[src/rtl/ahb_pkg.sv]
// Shared AHB-Lite encodings and arbiter types.
// Used by the arbiter and the bus masters.
package ahb_pkg;

  localparam logic [1:0] HTRANS_IDLE   = 2'b00;
  localparam logic [1:0] HTRANS_BUSY   = 2'b01;
  localparam logic [1:0] HTRANS_NONSEQ = 2'b10;
  localparam logic [1:0] HTRANS_SEQ    = 2'b11;

  localparam logic [2:0] HBURST_SINGLE = 3'd0;
  localparam logic [2:0] HBURST_INCR   = 3'd1;
  localparam logic [2:0] HBURST_WRAP4  = 3'd2;
  localparam logic [2:0] HBURST_INCR4  = 3'd3;
  localparam logic [2:0] HBURST_WRAP8  = 3'd4;
  localparam logic [2:0] HBURST_INCR8  = 3'd5;
  localparam logic [2:0] HBURST_WRAP16 = 3'd6;
  localparam logic [2:0] HBURST_INCR16 = 3'd7;

  typedef enum logic [1:0] {
    ST_ARB    = 2'd0,
    ST_BURST  = 2'd1,
    ST_LOCKED = 2'd2
  } arb_state_e;

  // Beats in a burst; 0 means open-ended (INCR).
  function automatic logic [4:0] burst_beats(
    input logic [2:0] hburst
  );
    logic [4:0] n;
    unique case (hburst)
      HBURST_SINGLE: n = 5'd1;
      HBURST_INCR:   n = 5'd0;
      HBURST_WRAP4,
      HBURST_INCR4:  n = 5'd4;
      HBURST_WRAP8,
      HBURST_INCR8:  n = 5'd8;
      default:       n = 5'd16;
    endcase
    return n;
  endfunction

endpackage

[src/rtl/ahb_rr_picker.sv]
// Rotating-priority request encoder.
// Owner + 1 is highest priority, owner itself lowest.
module ahb_rr_picker #(
  parameter int N  = 4,
  parameter int IW = $clog2(N)
) (
  input  logic [N-1:0]  req,
  input  logic [IW-1:0] last,
  output logic [N-1:0]  gnt,
  output logic [IW-1:0] idx,
  output logic          found
);

  logic [IW-1:0] cand;

  // Scan last+1 .. last+N modulo N for the first request.
  always_comb begin
    found = 1'b0;
    idx   = '0;
    gnt   = '0;
    cand  = '0;
    for (int i = 1; i <= N; i++) begin
      cand = IW'((int'(last) + i) % N);
      if (!found && req[cand]) begin
        found = 1'b1;
        idx   = cand;
      end
    end
    if (found) gnt[idx] = 1'b1;
  end

endmodule

[src/rtl/ahb_arbiter.sv]
// Round-robin AHB-Lite arbiter with burst
// and locked-sequence atomicity.
module ahb_arbiter
  import ahb_pkg::*;
#(
  parameter int NUM_MASTERS    = 4,
  parameter int DEFAULT_MASTER = 0
) (
  input  logic                           hclk,
  input  logic                           hresetn,
  input  logic [NUM_MASTERS-1:0]         hbusreq,
  input  logic [NUM_MASTERS-1:0]         hlock,
  input  logic [1:0]                     htrans,
  input  logic [2:0]                     hburst,
  input  logic                           hready,
  output logic [NUM_MASTERS-1:0]         hgrant,
  output logic [$clog2(NUM_MASTERS)-1:0] hmaster,
  output logic                           hmastlock
);

  localparam int MW = $clog2(NUM_MASTERS);
  localparam logic [NUM_MASTERS-1:0] DEF_GNT =
    NUM_MASTERS'(1) << DEFAULT_MASTER;
  localparam logic [MW-1:0] DEF_IDX = MW'(DEFAULT_MASTER);

  arb_state_e    state, state_n;
  logic [3:0]    beats_left, beats_n;
  logic [MW-1:0] owner;

  logic [NUM_MASTERS-1:0] pick_gnt;
  logic [MW-1:0]          pick_idx;
  logic                   pick_found;

  logic [4:0] bb;
  logic [4:0] bb_m1;
  logic       fixed;
  logic       is_idle, is_nseq, is_seq;
  logic       own_req, lock_req;
  logic       hand, arb_ok;

  ahb_rr_picker #(
    .N  (NUM_MASTERS),
    .IW (MW)
  ) u_pick (
    .req   (hbusreq),
    .last  (owner),
    .gnt   (pick_gnt),
    .idx   (pick_idx),
    .found (pick_found)
  );

  assign bb       = burst_beats(hburst);
  assign bb_m1    = bb - 5'd1;
  assign fixed    = |bb[4:2];
  assign is_idle  = (htrans == HTRANS_IDLE);
  assign is_nseq  = (htrans == HTRANS_NONSEQ);
  assign is_seq   = (htrans == HTRANS_SEQ);
  assign own_req  = hbusreq[owner];
  assign lock_req = hlock[owner] & htrans[1];

  // Decide whether the current address phase may end ownership.
  always_comb begin
    hand = 1'b0;
    unique case (1'b1)
      is_idle: hand = 1'b1;
      is_nseq: hand = (hburst == HBURST_SINGLE) ||
                      ((hburst == HBURST_INCR) && !own_req);
      is_seq:  hand = (hburst == HBURST_INCR) ? !own_req
                      : (beats_left == 4'd1);
      default: hand = 1'b0;
    endcase
    arb_ok = hready && (state != ST_LOCKED) &&
             !lock_req && hand;
  end

  // Next FSM state and beat count on accepted transfers.
  always_comb begin
    state_n = state;
    beats_n = beats_left;
    if (hready) begin
      if (is_nseq && fixed)
        beats_n = bb_m1[3:0];
      else if (is_seq && beats_left != 4'd0)
        beats_n = beats_left - 4'd1;
      unique case (state)
        ST_ARB: begin
          if (lock_req)
            state_n = ST_LOCKED;
          else if (is_nseq && fixed)
            state_n = ST_BURST;
        end
        ST_BURST: begin
          if (lock_req)
            state_n = ST_LOCKED;
          else if (is_idle)
            state_n = ST_ARB;
          else if (is_seq && beats_left == 4'd1)
            state_n = ST_ARB;
        end
        ST_LOCKED: begin
          if (!hlock[owner] && is_idle)
            state_n = ST_ARB;
        end
        default: state_n = ST_ARB;
      endcase
    end
  end

  // State, grant and data-phase owner registers.
  always_ff @(posedge hclk) begin
    if (!hresetn) begin
      state      <= ST_ARB;
      beats_left <= 4'd0;
      hgrant     <= DEF_GNT;
      owner      <= DEF_IDX;
      hmaster    <= DEF_IDX;
      hmastlock  <= 1'b0;
    end else begin
      state      <= state_n;
      beats_left <= beats_n;
      if (arb_ok) begin
        hgrant <= pick_found ? pick_gnt : DEF_GNT;
        owner  <= pick_found ? pick_idx : DEF_IDX;
      end
      if (hready) begin
        hmaster   <= owner;
        hmastlock <= hlock[owner];
      end
    end
  end

endmodule

[config.mk]
export PLATFORM = sky130hd
export DESIGN_NAME = ahb_arbiter
export DESIGN_NICKNAME = d
export VERILOG_FILES = /design/src/rtl/ahb_pkg.sv /design/src/rtl/ahb_rr_picker.sv /design/src/rtl/ahb_arbiter.sv
export SDC_FILE = /design/constraint.sdc
export NUM_CORES = 1
export LEC_CHECK = 0
export ABC_AREA = 1
export CAP_MARGIN = 15
export CORE_UTILIZATION = 40
export DETAILED_ROUTE_END_ITERATION = 8
export HOLD_SLACK_MARGIN = 0.06
export SLEW_MARGIN = 15
export SYNTH_ARGS = -nofsm -noshare
export SYNTH_HDL_FRONTEND = slang
export SYNTH_SLANG_ARGS = --single-unit
[constraint.sdc]
create_clock -name hclk -period 2.3 [get_ports hclk]
set_clock_uncertainty 0.2 [all_clocks]
set_input_delay 0.23 -clock hclk [delete_from_list [all_inputs] [get_ports hclk]]
set_output_delay 0.23 -clock hclk [all_outputs]
set_load 0.01 [all_outputs]
Yosys cells after proc, flatten, opt, wreduce, memory -nomap -nowiden:

Cells that the tools add are included.

* flip-flop bits (word level): 15
* input port bits: 16

* bitwise gates (word level): 1
* eq/ne operators: 14
* add/subtract/negate cells: 6
* reductions and logical operators: 29
* multiplexer cells: 36
* magnitude comparators: 7

Operator list (count)
* $mux 2: 11
* $pmux 5 s4: 1
* $lt 2x3->1 const B: 6
* $bmux 1 s2: 6
* $logic_and 1x1->1: 12
* $mux 1: 12
* $mux 4: 3
* $sub 4x1->4 const B: 2
* $eq 2x2->1 const B: 3
* $eq 3x2->1 const B: 2
* $eq 3x3->1 const B: 2
* $logic_not 1->1: 6
* $pmux 2 s3: 1
* $add 2x1->2 const B: 2
* $add 2x2->2 const B: 2
* $eq 4x1->1 const B: 1
* $logic_not 2->1: 2
* $ne 2x2->1 const B: 2
* $ne 4x4->1 const B: 1
* $reduce_and 4->1: 1
* $reduce_bool 4->1: 1
* $reduce_or 2->1: 2
* $eq 3x1->1 const B: 1
* $logic_not 3->1: 1
* 10 further kinds: 10

Depth between registers and ports, before layout:

* depth in word-level cells: 18
* gate-level depth with buffers: 14

Hierarchy:

From an unflattened synthesis, not the netlist that was laid out.

* cell total of the unflattened synthesis: 228
* area total of the unflattened synthesis: 1362.6 um^2

By module, submodules not included
* ahb_arbiter: times used 1, cells each 153, area each 983.4 um^2, sequential area each 300.3 um^2
* ahb_rr_picker: times used 1, cells each 75, area each 379.1 um^2, sequential area each 0.0 um^2

Least setup slack after synthesis:

No wires, ideal clock.

* path kind: register to register
* start: reg owner[0]
* end: reg hgrant[0]
* data arrival time: 1.290 ns
* stages on the path, launching flop included: 13
* slack: 0.693 ns
* required time: 1.983 ns
* library setup time: 0.117 ns
* clock period less this slack: 1.607 ns
* cell sequence: dfxtp_1 > inv_2 > buf_6 > nand2_2 > nand3_2 > nand2_2 > nand2_1 > nand3_2 > nand3_4 > nor2_8 > inv_2 > a21oi_1 > nand2_1

* cells in the longest elaborated chain, start to end: 18

Ends and longest elaborated chain
* from (decl): RTL line ahb_arbiter.sv:28 `logic [MW-1:0] owner;`
* from (signal assigned): RTL line ahb_arbiter.sv:123 `owner <= pick_found ? pick_idx : DEF_IDX;`
* $add 2x1->2: RTL line ahb_rr_picker.sv:23 `cand = IW'((int'(last) + i) % N);`
* $bmux 1 s2: RTL line ahb_rr_picker.sv:24 `if (!found && req[cand]) begin`
* $mux 1 (implied by the code): RTL line ahb_rr_picker.sv:24
* $mux 1: RTL line ahb_rr_picker.sv:24
* $logic_not 1->1: RTL line ahb_rr_picker.sv:24
* $logic_and 1x1->1: RTL line ahb_rr_picker.sv:24
* $mux 1: RTL line ahb_rr_picker.sv:24
* $logic_not 1->1: RTL line ahb_rr_picker.sv:24
* [2 not listed]
* $logic_not 1->1: RTL line ahb_rr_picker.sv:24
* $logic_and 1x1->1: RTL line ahb_rr_picker.sv:24
* $mux 2: RTL line ahb_rr_picker.sv:24
* $lt 2x3->1 (implied by the code) / $ge 2x1->1 (equally long branches): RTL line ahb_rr_picker.sv:29 `if (found) gnt[idx] = 1'b1;`
* $logic_and 1x1->1 (implied by the code): RTL line ahb_rr_picker.sv:29
* $mux 1 (implied by the code): RTL line ahb_rr_picker.sv:29
* $demux 1 s2
* $mux 4: RTL line ahb_arbiter.sv:122 `hgrant <= pick_found ? pick_gnt : DEF_GNT;`
* to (signal assigned): RTL line ahb_arbiter.sv:122
* to (decl): RTL line ahb_arbiter.sv:16 `output logic [NUM_MASTERS-1:0] hgrant,`

Several ways; a longest one is shown, not always the timed one. The select of a mux whose other input is x is not followed.
A chain may end at the register's enable or synchronous reset.

Worst setup path after layout:

* start: reg owner[1]
* end: reg hgrant[0]

The elaborated chain is that of the path after synthesis.

==> results.rst <==
.. list-table::
   :header-rows: 1

   * - Metric
     - Value
   * - Overall Global Routing Usage
     - around 18%
   * - Sw Ratio
     - 39.38%
   * - Worst ir drop on vdd
     - just over 0.5 mV
   * - Nets
     - 233
   * - Startpoint of the most critical setup path
     - owner[1]$_SDFFE_PN0P_
   * - Seq/Total Area, Yosys
     - between 20% and 30%
   * - FF-to-FF path depth
     - 12
   * - Initial core utilization
     - 42.38%
   * - Ratio of cells with drive above 1 in the final layout
     - ~17%
   * - Die height
     - approximately 56 um
   * - Worst Path Arrival
     - around 1.9 ns
   * - Site row count
     - 19
   * - Nature of the critical path startpoint
     - flop
   * - Number of resized instances in the post-cts repair step
     - 0
   * - Cell type contributing the most total cell area after synthesis
     - sky130_fd_sc_hd__dfxtp_1
   * - Max cap viols
     - 0
   * - Die outline area
     - between 3000 and 4000 um2
   * - Insertion delay of the later-clocked pin in the worst-skew pair
     - 0.28 ns
   * - Count of input and output buffers
     - 22
   * - Sequential fraction of design power
     - between 30% and 40%
   * - Syn avg cell area
     - 6.269 um2
   * - DIE WIDTH
     - around 56 um
   * - Share of the cycle needed by the critical path after routing
     - 80.33%
   * - Overall via count from detail_route
     - 1200
   * - Class of the most critical setup path
     - reg2reg
   * - Mean routed wirelength per cell
     - approximately 11 um
   * - Min Tclk post-route
     - ~1.8 ns
   * - Relative contribution of the clock network to total power
     - between 10% and 20%
   * - Drt first pass iters
     - 4
   * - Worst setup EP type
     - flop
   * - Worst hold path type
     - reg2reg
   * - Instance area after placement
     - around 1400 um2
   * - Finished layout cell area
     - 1449 um2
   * - Sum of net half-perimeters after detailed placement
     - 2.152 mm
   * - Pin count of the biggest net entering global routing
     - 14
   * - Final setup fails
     - 0
   * - Comb power frac
     - about 45%
   * - Antenna fix cells
     - 0
   * - Power density relative to cell area
     - 568.0 nW/um2
   * - Buffers from clock root to sink, at most
     - 2
   * - Core ar.
     - 2781 um2
   * - R2R Path Start
     - owner[1]$_SDFFE_PN0P_
   * - Area share of the leading cell type in the synthesized netlist
     - 25.48%
   * - Lkg Pwr
     - 0.6931 nW
   * - Number of distinct library cells after synthesis
     - 25
   * - Inserted Clock Buffers
     - 3
   * - Reg clk slew, reported paths
     - ~0.09 ns
   * - CTS tree
     - built
   * - Library cell used as clock root buffer
     - sky130_fd_sc_hd__clkbuf_4
   * - Vias in the first global route
     - between 1000 and 1500
   * - Hold_sp
     - hgrant[1]$_SDFFE_PN0P_
   * - Ports placed on the boundary
     - 23
   * - Switch Pwr
     - ~0.32 mW
   * - Max-slew violations
     - 0
   * - Post-synth net total
     - between 200 and 250
   * - Number of synthesized register bits
     - 15
   * - Top fanout value on the critical path
     - 8
   * - Post-CTS setup buffer count
     - 0
   * - Number of hold-repair buffers added at the cts stage
     - 0
   * - Initial antenna violation count
     - 0
   * - Hold Path Stages
     - 2
   * - Post-detailed-route count of antenna-violating nets
     - 0
   * - RSZ-0062 raised after global routing
     - false
   * - Post-route worst setup slack
     - approximately 0.45 ns
   * - Internal portion of total power
     - 0.4989 mW
   * - Achievable frequency
     - about 540 MHz
   * - Total negative slack
     - 0 ns
   * - Global-route congestion overflow total
     - 0
   * - Post-place setup slack
     - roughly 0.23 ns
   * - Total DRC errors in the routed layout
     - 0
   * - Area overhead of the layout relative to synthesis
     - 22.93%
   * - Post-Synthesis Cell Area
     - 1179 um2
   * - Number of clock sinks seen by CTS
     - 15
   * - Hold violation count in the final report
     - 0
   * - Req. time, crit path
     - around 2.3 ns
   * - Wire length of the first global-routing pass
     - 4.616 mm
   * - Post-detailed-routing wire length
     - approximately 2.7 mm
   * - Cell types occupying the most area after synthesis
     - sky130_fd_sc_hd__dfxtp_1, sky130_fd_sc_hd__nand2_1, sky130_fd_sc_hd__nand2_2
   * - Count of warnings emitted by yosys
     - 0
   * - Worst max-slew margin expressed relative to the limit
     - 76.07%
   * - Result of the run
     - finished, final reports clean
   * - Post-synthesis cell count
     - around 190
   * - Slew at the pin closest to its max-slew limit
     - around 0.36 ns
   * - Drt via density
     - ~5
   * - Last weighted congestion value of the routability-driven placer
     - ~0.86
   * - Post-Route Utilization
     - a little over half
   * - Iteration-0 DRC count of the detailed router
     - 52
   * - Deepest level of the CTS H-tree
     - 1
## area by class of cell
cell class / instances / area, um2
sequential: 15 / 300.3
inverter: 29 / 108.9
tap: 31 / 38.79
clock buffer: 4 / 26.28
fill: 307 / 1333
timing repair buffer: 24 / 235.2
multi-input combinational: 141 / 739.5
## through the flow
step,power [mW],hold slack (ns),instances
after floorplan,0.5847,0.1194,188
after global placement,0.6756,0.2496,240
after global routing,0.9040,0.3075,244
after detailed placement,0.6795,0.2629,240
final,0.8229,0.2728,244
after CTS,0.8345,0.2768,244
## power by group through the flow
stage | Clock (mW) | Sequential (mW) | Combinational (mW)
floorplan | 0 | 0.311 | 0.274
global placement | 0 | 0.312 | 0.364
CTS | 0.159 | 0.307 | 0.368
global route | 0.174 | 0.310 | 0.420
finish | 0.149 | 0.307 | 0.367
detailed placement | 0 | 0.312 | 0.367
## routing by layer
metal,wire (um),GRT usage (%)
met4,11,2.091
met1,1335,23.03
met3,59,4.147
met5,0,0
met2,1267,32.14
## registers in the layout, summed over array words and instances (netlist names)
signal      flops
beats_left      4
hgrant          4
hmaster         2
hmastlock       1
owner           2
state           2
## cell usage after synthesis (all sizes together)
master / n
a211oi: 1
nand2: 69
o31ai: 1
or2: 1
buf: 3
inv: 29
xnor2: 1
xor2: 1
a221oi: 1
nand4: 2
a21oi: 11
a31oi: 2
ha: 3
nand3: 22
nor2: 16
o21ai: 9
dfxtp: 15
o2111ai: 1
## cells in the final DEF, fill, tap and decap left out
cell type	count
sky130_fd_sc_hd__nand2_1	53
sky130_fd_sc_hd__inv_1	23
sky130_fd_sc_hd__clkdlybuf4s50_1	22
sky130_fd_sc_hd__nand3_1	18
sky130_fd_sc_hd__nand2_2	16
sky130_fd_sc_hd__dfxtp_1	15
sky130_fd_sc_hd__nor2_1	12
sky130_fd_sc_hd__a21oi_1	11
sky130_fd_sc_hd__o21ai_0	9
sky130_fd_sc_hd__inv_2	6
sky130_fd_sc_hd__nor2_2	3
sky130_fd_sc_hd__nand3_2	3
sky130_fd_sc_hd__ha_1	3
sky130_fd_sc_hd__clkbuf_4	3
sky130_fd_sc_hd__nand4_1	2
sky130_fd_sc_hd__a31oi_1	2
sky130_fd_sc_hd__buf_4	2
sky130_fd_sc_hd__nand3_4	1
sky130_fd_sc_hd__nor2_8	1
sky130_fd_sc_hd__or2_2	1
sky130_fd_sc_hd__o31ai_1	1
sky130_fd_sc_hd__o2111ai_1	1
sky130_fd_sc_hd__xnor2_1	1
sky130_fd_sc_hd__xor2_1	1
sky130_fd_sc_hd__a221oi_1	1
sky130_fd_sc_hd__a211oi_1	1
sky130_fd_sc_hd__clkbuf_1	1
## final timing paths
path	end	slack (ns)
setup / recovery	hgrant[0]$_SDFFE_PN1P_	0.45
hold reg to reg	hgrant[1]$_SDFFE_PN0P_	0.27
hold / removal	hgrant[1]$_SDFFE_PN0P_	0.27
setup reg to reg	hgrant[0]$_SDFFE_PN1P_	0.45
## critical path, cell delays in order (launching register included)
cell and delay (ns):
sky130_fd_sc_hd__dfxtp_1 0.52, sky130_fd_sc_hd__inv_2 0.14, sky130_fd_sc_hd__nand2_1 0.08, sky130_fd_sc_hd__nand2_1 0.08
sky130_fd_sc_hd__nand2_2 0.08, sky130_fd_sc_hd__nand2_2 0.07, sky130_fd_sc_hd__nor2_2 0.10, sky130_fd_sc_hd__nand3_1 0.11
sky130_fd_sc_hd__nand2_1 0.10, sky130_fd_sc_hd__nand2_2 0.07, sky130_fd_sc_hd__nor2_2 0.13, sky130_fd_sc_hd__nand2_1 0.06
sky130_fd_sc_hd__nand2_1 0.06
## logic make-up (layout without fill, tap and decap cells)
group / after synthesis / in the layout / share of synthesized area [%]
buffers and inverters: 32 / 57 / 11.78
adders and majority gates: 3 / 3 / 3.185
DFF: 15 / 15 / 25.48
xor gates and xnor gates: 2 / 2 / 1.486
and+or+nand+nor: 110 / 110 / 45.75
AOI/OAI and AO/OA: 26 / 26 / 12.31
(Power assumes the default switching activity.)
==> edit, RTL diff (config.mk and constraints unchanged) <==
Set the parameter `NUM_MASTERS` to 16 (it was 4).
--- a/src/rtl/ahb_arbiter.sv
+++ b/src/rtl/ahb_arbiter.sv
@@ -5,3 +5,3 @@
 #(
-  parameter int NUM_MASTERS    = 4,
+  parameter int NUM_MASTERS    = 16,
   parameter int DEFAULT_MASTER = 0
Ports: changed (resized hbusreq, hgrant, hlock and hmaster); port bits go from 23 to 61. The function was not compared with the original's and may differ.
==> edit against the unedited design <==
The run now ends with negative setup slack left. Area after synthesis increased to 3.1 times the old value. Sequential power is 110% higher. Combinational power increased to 12 times the old value. Global-route usage rose by 9.5 points. Wire length rose to 4.9 times the old value. Design area grew to 4.1 times the old value. Die area increased to 3.0 times the old value. Total power rose to 6.6 times the old value. Setup slack lost 1.5 ns. Sequential cell count is 16 higher. Critical path type unchanged. Critical endpoint is now hgrant[10]$_SDFFE_PN0P_. Largest power group unchanged.
==> edit: results <==
INSERT INTO impl_metrics (metric_group, metric, value, unit) VALUES
('yosys', 'synthTopCellsByArea', 'dfxtp_1 (17%), nand2_1 (16%), nand3_1 (15%)', ''),
('run_status', 'violations', 'negative setup slack', ''),
('drt', 'dr_total_vias', '4856', ''),
('run_status', 'outcome', 'finished, violations left', ''),
('power_and_ir_drop', 'leakage_power', '2.77', 'nW'),
('global_route', 'grt_first_pass_wirelength', '21600', 'µm'),
('critical_path', 'critical_path.startpoint', 'owner[0]$_SDFFE_PN0P_', ''),
('placement', 'place_hpwl', '9820', 'µm'),
('critical_path', 'timing.reg2reg.worst_path_depth', '20', ''),
('placement', 'globalplace.congestion', '0.930', ''),
('critical_path', 'timing.critical_path.slowest_stage_cell', 'dfxtp_4', ''),
('power_and_ir_drop', 'irDropWorstVdd', '0.000501', 'V'),
('yosys', 'syn-num-nets', '684', ''),
('sta', 'finalWorstSetupSlack', '-1.09', 'ns'),
('placement', 'place_inst', '893', ''),
('clock_tree', 'cts_buffers', '5', ''),
('placement', 'detailed_place.area', '5170', 'µm²'),
('yosys', 'synth_common_cells', 'nand2_1 (156), nand3_1 (111), nor2_1 (89)', ''),
('global_route', 'maximum_number_of_pins_on_one_net_before_global_route_repair', '25', ''),
('sta', 'finalSetupViolations', '22', '');
[edit: changes by cell type after synthesis, sizes merged, moves of 9 or more]
cell	delta
clkbuf	+10
buf	+9
o21ai	+23
nand3	+95
nor2	+83
inv	+40
dfxtp	+16
nand2	+97
nand4	+20
a21oi	+18
[edit: kinds of logic after synthesis]
family / count (synthesis) / synth area share
flops: 31 / 0.172
fa+ha+maj: 11 / 0.0382
buf+inv: 93 / 0.108
compound gates: 74 / 0.114
simple gates: 415 / 0.541
xor+xnor: 9 / 0.0261
[edit: final cells by class]
cell class	instances	area, µm²
Clock buffer	6	72.6
Fill cell	766	2740
Inverter	71	292
Multi-Input combinational cell	510	3090
Sequential cell	31	629
Tap cell	108	135
Timing Repair Buffer	202	1760
[edit: path summary, 6_finish.rpt]
kind                                                end  slack [ns]
worst max-delay path            hgrant[10]$_SDFFE_PN0P_       -1.09
worst min-delay path             hgrant[1]$_SDFFE_PN0P_        0.27
worst max register to register  hgrant[10]$_SDFFE_PN0P_       -1.09
worst min register to register   hgrant[1]$_SDFFE_PN0P_        0.27
[edit: report_power, final]
part / switching, mW / leakage [nW] / internal (mW)
Clock: 0.195 / 0.0371 / 0.201
Combinational: 2.47 / 2.48 / 1.92
Sequential: 0.0459 / 0.254 / 0.585
[edit: layer usage]
metal  track usage  routed length, µm
met1         0.325               5590
met2         0.516               6560
met3        0.0238                523
met4        0.0999                467
met5             0                  0
[edit: repair_timing]
| item | in CTS | in global routing |
|---|---|---|
| pin swaps | 53 | 41 |
| setup buffers | 18 | 10 |
| resized for setup | 91 | 46 |
| cloned | 1 | 0 |
| setup endpoints to repair | 22 | 22 |
[edit: worst register-to-register path, stage by stage, from the launching register on]
cell and delay [ns]:
dfxtp_4 0.40, inv_4 0.06, ha_4 0.34, nand3_1 0.17, nand3_1 0.15, nand2_1 0.09, nand2_1 0.10, nand2_2 0.07
inv_2 0.07, nand4_4 0.11, nor2_4 0.17, nand4_4 0.11, nor3_4 0.24, nand3_4 0.16, nor2_8 0.14, nand4_1 0.16
nand3_4 0.18, nand3_2 0.12, nor2_1 0.13, nor2_1 0.05, nor2_1 0.10
